**src/rtl/ps2_pkg.sv**
```systemverilog
// Shared definitions for the PS/2 receive path: FSM state encoding and frame geometry.
package ps2_pkg;

    typedef enum logic [1:0] {
        IDLE   = 2'd0,
        DATA   = 2'd1,
        PARITY = 2'd2,
        STOP   = 2'd3
    } ps2_state_t;

    localparam int PS2_FRAME_BITS = 11;
    localparam int PS2_DATA_BITS  = 8;

    // Odd parity holds when data bits plus the parity bit contain an odd number of ones.
    function automatic logic odd_parity_ok(input logic [PS2_DATA_BITS-1:0] d, input logic p);
        return ^{d, p};
    endfunction

endpackage

```
**src/rtl/ps2_line_filter.sv**
```systemverilog
// Synchronises the raw PS/2 lines, deglitches kclk over FILTER_LEN samples and flags its falling edges.
module ps2_line_filter #(
    parameter int FILTER_LEN = 8
) (
    input  logic clk,
    input  logic rst_n,
    input  logic kclk,
    input  logic kdata,
    output logic fall,
    output logic data
);

    localparam int CNT_W = $clog2(FILTER_LEN);

    logic [1:0]       clk_sync;
    logic [1:0]       data_sync;
    logic [CNT_W-1:0] cnt;
    logic             filt;
    logic             filt_prev;

    // The filtered clock only follows the synchronised line after FILTER_LEN consecutive differing samples.
    always_ff @(posedge clk or negedge rst_n) begin
        if (!rst_n) begin
            clk_sync  <= 2'b11;
            data_sync <= 2'b11;
            cnt       <= '0;
            filt      <= 1'b1;
            filt_prev <= 1'b1;
        end else begin
            clk_sync  <= {clk_sync[0], kclk};
            data_sync <= {data_sync[0], kdata};
            filt_prev <= filt;
            if (clk_sync[1] == filt) begin
                cnt <= '0;
            end else if (cnt == CNT_W'(FILTER_LEN - 1)) begin
                filt <= clk_sync[1];
                cnt  <= '0;
            end else begin
                cnt <= cnt + 1'b1;
            end
        end
    end

    assign fall = filt_prev & ~filt;
    assign data = data_sync[1];

endmodule

```
**src/rtl/ps2_rx_fsm.sv**
```systemverilog
// PS/2 frame receiver: start/data/parity/stop sequencing with valid and error strobes.
// Optional inter-edge timeout is built when PS2_RX_TIMEOUT_EN is defined.
module ps2_rx_fsm
    import ps2_pkg::*;
#(
    parameter int CLK_FREQ_HZ = 10_000_000,
    parameter int FILTER_LEN  = 8,
    parameter int TIMEOUT_US  = 2000
) (
    input  logic       clk_i,
    input  logic       rstn_i,
    input  logic       kclk_i,
    input  logic       kdata_i,
    output logic [7:0] scan_code_o,
    output logic       valid_o,
    output logic       err_o,
    output logic       busy_o
);

    if (FILTER_LEN < 2 || CLK_FREQ_HZ < 1_000_000 || TIMEOUT_US < 1) begin : g_bad_params
        $error("ps2_rx_fsm: unsupported parameter values");
    end

    logic                     fall;
    logic                     data;
    ps2_state_t               state;
    logic [PS2_DATA_BITS-1:0] shift;
    logic [2:0]               bit_cnt;
    logic                     par_ok;

`ifdef PS2_RX_TIMEOUT_EN
    localparam int TIMEOUT_CYCLES = CLK_FREQ_HZ / 1_000_000 * TIMEOUT_US;
    localparam int TO_W           = $clog2(TIMEOUT_CYCLES + 1);
    logic [TO_W-1:0] to_cnt;
`endif

    ps2_line_filter #(
        .FILTER_LEN(FILTER_LEN)
    ) u_line_filter (
        .clk   (clk_i),
        .rst_n (rstn_i),
        .kclk  (kclk_i),
        .kdata (kdata_i),
        .fall  (fall),
        .data  (data)
    );

    // Every state advance happens on a filtered falling edge; the timeout only acts between edges.
    always_ff @(posedge clk_i or negedge rstn_i) begin
        if (!rstn_i) begin
            state       <= IDLE;
            shift       <= '0;
            bit_cnt     <= '0;
            par_ok      <= 1'b0;
            scan_code_o <= 8'h00;
            valid_o     <= 1'b0;
            err_o       <= 1'b0;
            busy_o      <= 1'b0;
`ifdef PS2_RX_TIMEOUT_EN
            to_cnt      <= '0;
`endif
        end else begin
            valid_o <= 1'b0;
            err_o   <= 1'b0;
            if (fall) begin
`ifdef PS2_RX_TIMEOUT_EN
                to_cnt <= '0;
`endif
                case (state)
                    IDLE: begin
                        if (!data) begin
                            bit_cnt <= '0;
                            state   <= DATA;
                            busy_o  <= 1'b1;
                        end
                    end
                    DATA: begin
                        shift   <= {data, shift[PS2_DATA_BITS-1:1]};
                        bit_cnt <= bit_cnt + 3'd1;
                        if (bit_cnt == 3'd7) begin
                            state <= PARITY;
                        end
                    end
                    PARITY: begin
                        par_ok <= odd_parity_ok(shift, data);
                        state  <= STOP;
                    end
                    STOP: begin
                        if (data && par_ok) begin
                            scan_code_o <= shift;
                            valid_o     <= 1'b1;
                        end else begin
                            err_o <= 1'b1;
                        end
                        state  <= IDLE;
                        busy_o <= 1'b0;
                    end
                    default: state <= IDLE;
                endcase
            end
`ifdef PS2_RX_TIMEOUT_EN
            else if (state != IDLE) begin
                if (to_cnt == TO_W'(TIMEOUT_CYCLES)) begin
                    state  <= IDLE;
                    busy_o <= 1'b0;
                    err_o  <= 1'b1;
                    to_cnt <= '0;
                end else begin
                    to_cnt <= to_cnt + 1'b1;
                end
            end
`endif
        end
    end

endmodule

```
**config.mk**
```make
export PLATFORM = sky130hd
export DESIGN_NAME = ps2_rx_fsm
export DESIGN_NICKNAME = d
export VERILOG_FILES = /design/src/rtl/ps2_pkg.sv /design/src/rtl/ps2_line_filter.sv /design/src/rtl/ps2_rx_fsm.sv
export SDC_FILE = /design/constraint.sdc
export NUM_CORES = 1
export LEC_CHECK = 0
export ABC_CLOCK_PERIOD_IN_PS = 2000
export BUFFER_PORTS_ARGS = -buffer_cell sky130_fd_sc_hd__buf_2
export CORE_MARGIN = 2
export CORE_UTILIZATION = 31
export DETAILED_ROUTE_END_ITERATION = 12
export PLACE_DENSITY = 0.5
export SLEW_MARGIN = 5
export SYNTH_ARGS = -nofsm -noshare
export SYNTH_HDL_FRONTEND = slang
export SYNTH_SLANG_ARGS = --single-unit
```
**constraint.sdc**
```tcl
create_clock -name clk_i -period 2 [get_ports clk_i]
set_input_delay 0.4 -clock clk_i [delete_from_list [all_inputs] [get_ports clk_i]]
set_output_delay 0.4 -clock clk_i [all_outputs]
set_load 0.1 [all_outputs]
```
==> results.md <==
- Status: complete, no violations
- Critical-path cell with the highest stage delay: dfstp_2
- Power density cells: roughly 1100 mW/mm²
- Routability congestion estimate: approximately 0.67
- Combinational Power Share: ~25%
- Largest net degree at the start of global routing: 35
- Leading area contributor after synthesis: dfrtp_1
- Worst Setup SP: u_line_filter.filt_prev
- # rows: 24
- Synth cell types: 20
- Final count of pins violating max slew: 0
- Sequential power share: around 47%
- # resized after CTS: 0
- CTS tree: done
- Die ar.: 0.00511 mm²
- Clock power share: roughly 27%
- FF+latch count, synth: 34
- R2r startpoint: u_line_filter.filt_prev
- Vias in the first global route: ~750
- Net Sw Frac: a little over 30%
- Number of diodes: 0
- Setup ws final: roughly 0.45 ns
- Num CTS Buffers: 5
- Yosys top cell area share: between 40% and 50%
- Seq/Total Area, Yosys: 60.8%
- Final Hold Fails: 0
- Initial antenna violation count: 0
- Arr. time, crit path: between 1.5 and 2 ns
- First-pass GRT wire length: around 3600 µm
- 1st-iter DRT viols: 40
- GRT overflow: 0
- Crit path cell chain: nor2b_2 > nand2_1 > nor2_4 > mux2_2
- Top delay family on crit path: simple AND/OR/NAND/NOR gates
- Slew HR: approximately half
- Crit share post-route: between 70 and 80%
- Wire per inst: around 13 µm
- Setup violators final: 0
- Hold buffers post-CTS: 0
- Critical Path End Type: register
- Max Root-Sink Buffers: 2
- Crit path kind: reg2reg
- Synthesized area: 0.00141 mm²
- CP startpoint kind: register
- Ports: 15
- Post-CTS setup buffer count: 0
- Yosys warnings: 0
- Psw: 0.585 mW
- CP Buf/Inv Count: 0
- Top post-synthesis cells by area: dfrtp_1, mux2_2, dfstp_2, ha_1, xnor2_1
- Final Skew: 0.00485 ns
- Max FO, Critical Path: 9
- Total core area: between 0.004 and 0.005 mm²
- RSZ-0062 raised after global routing: no
- R2R cell count: 4
- Fill cell count: about 420
- Layout cells sized above 1: 42.2%
- Root Driver: clkbuf_8
- Reg clk slew, reported paths: roughly 0.070 ns
- Crit path largest cell delay: between 0.5 and 0.6 ns
- Reg-to-reg endpoint: scan_code_o[0]
- Critical Path RT: between 2 and 2.5 ns
- Mean Syn Cell Area: about 15 µm²
- Routed wire length: about 2200 µm
- Worst VDD drop: 0.280 mV
- Pre-antenna DRT Iters: 3
- Overall routing resource usage: between 9 and 10%
- Worst hold-check path type: in2async
- Slew @ Worst Pin: 0.748 ns
- Area growth, synth to finish: 16.0%
- Syn Inst Count: 94
- CTS sink cnt: 34
- Dpl ws: 0.442 ns
- Residual DRC: 0
- Die width: roughly 70 µm
- Die Y: 71.5 µm
- Fin Setup TNS: 0 ns
- Fmax: around 640 MHz
- Synth Net Count: about 110
- Internal power: between 1 and 1.5 mW
- LEAKAGE: approximately 0.85 nW
- Register-to-Register Setup Slack: 0.45 ns
- Max_cap viols: 0
- Htree depth: 2
- Minimum clock period: approximately 1.6 ns
- Final #Nets: around 130
- Buffers added on ports: 14
- Post-DP HPWL: approximately 1500 µm
- Clk_lat worst skew: ~0.28 ns
- Vias: approximately 750
- Vias per Instance: between 4 and 5
- Post-route ant nets: 0
- Initial Util: 32.2%
[worst reg2reg max path: stages, from the launching register on]
cell	delay [ns]
dfstp_2	0.51
nor2b_2	0.18
nand2_1	0.12
nor2_4	0.24
mux2_2	0.38
[power groups by stage]
stage	clock network, mW	registers (mW)	logic, mW
6_report	0.510	0.890	0.476
4_1_cts	0.538	0.893	0.489
3_5_place_dp	0	0.906	0.486
3_3_place_gp	0	0.896	0.472
5_1_grt	0.570	0.906	0.528
2_1_floorplan	0	0.965	0.312
[routing by layer]
| layer | GRT usage (%) | up-vias | wire length (µm) |
|---|---|---|---|
| li1 | - | 364 | - |
| met1 | 13.0 | 360 | 1060 |
| met2 | 12.0 | 16 | 922 |
| met3 | 4.92 | 5 | 116 |
| met4 | 6.29 | 0 | 65 |
| met5 | 0 | - | 0 |
[metrics by stage]
step	cell area (µm²)	utilization, %	hold slack [ns]	total power [mW]	cells
2_1_floorplan	1410	-	0.104	1.28	94
3_3_place_gp	1550	35.3	0.348	1.37	160
3_5_place_dp	1550	35.3	0.349	1.39	160
4_1_cts	1640	37.4	0.197	1.92	168
5_1_grt	1640	37.4	0.203	2.00	168
6_report	1640	37.4	0.186	1.88	168
[kinds of logic after synthesis]
kind of cell | synth area share [%]
compound gates | 4.69
fa+ha+maj | 7.09
buf+inv | 0.797
simple gates | 4.87
mux | 15.9
xor+xnor | 5.93
flops | 60.8
[cells in the mapped netlist, drive strengths merged]
master	number
dfrtp	28
mux2	19
ha	8
dfstp	6
nand2	5
xnor2	4
a21oi	3
and2	3
inv	3
o21ai	3
xor2	3
a22o	2
nor2	2
a21boi	1
mux2i	1
nor2b	1
nor3b	1
xnor3	1
[how the worst max path moves through the flow]
stage	slack [ns]	to	depth (start not counted)
floorplan	0.57	scan_code_o[0]	4
global placement	0.46	scan_code_o[1]	4
detailed placement	0.44	scan_code_o[5]	4
CTS	0.43	scan_code_o[0]	4
global route	0.37	scan_code_o[6]	4
finish	0.45	scan_code_o[0]	4
[cell type report]
| type | count | area, µm² | share of cell area [%] |
|---|---|---|---|
| sequential | 34 | 858 | 52.4 |
| clock inverter | 1 | 5.00 | 0.305 |
| clock buffer | 7 | 86.3 | 5.27 |
| multi-input combinational | 57 | 543 | 33.1 |
| timing repair buffer | 14 | 70.1 | 4.27 |
| inverter | 3 | 11.3 | 0.687 |
| tap | 52 | 65.1 | 3.97 |
[cell usage in the layout, fill, tap and decap left out]
| master | n |
|---|---|
| a21boi_4 | 1 |
| a21oi_1 | 3 |
| a22o_1 | 2 |
| and2_1 | 3 |
| buf_2 | 14 |
| clkbuf_1 | 1 |
| clkbuf_8 | 6 |
| clkinv_2 | 1 |
| dfrtp_1 | 28 |
| dfstp_2 | 6 |
| ha_1 | 8 |
| inv_1 | 3 |
| mux2_2 | 19 |
| mux2i_1 | 1 |
| nand2_1 | 5 |
| nor2_1 | 1 |
| nor2_4 | 1 |
| nor2b_2 | 1 |
| nor3b_1 | 1 |
| o21ai_0 | 1 |
| o21ai_1 | 2 |
| xnor2_1 | 4 |
| xnor3_1 | 1 |
| xor2_1 | 3 |
[registers in the layout, indices dropped and copies added (netlist names)]
register / flops
u_line_filter.data_sync: 2
scan_code_o: 8
par_ok: 1
state: 2
u_line_filter.cnt: 3
u_line_filter.filt_prev: 1
shift: 8
u_line_filter.clk_sync: 2
valid_o: 1
u_line_filter.filt: 1
busy_o: 1
bit_cnt: 3
err_o: 1
Power figures use the tool's default switching activity.
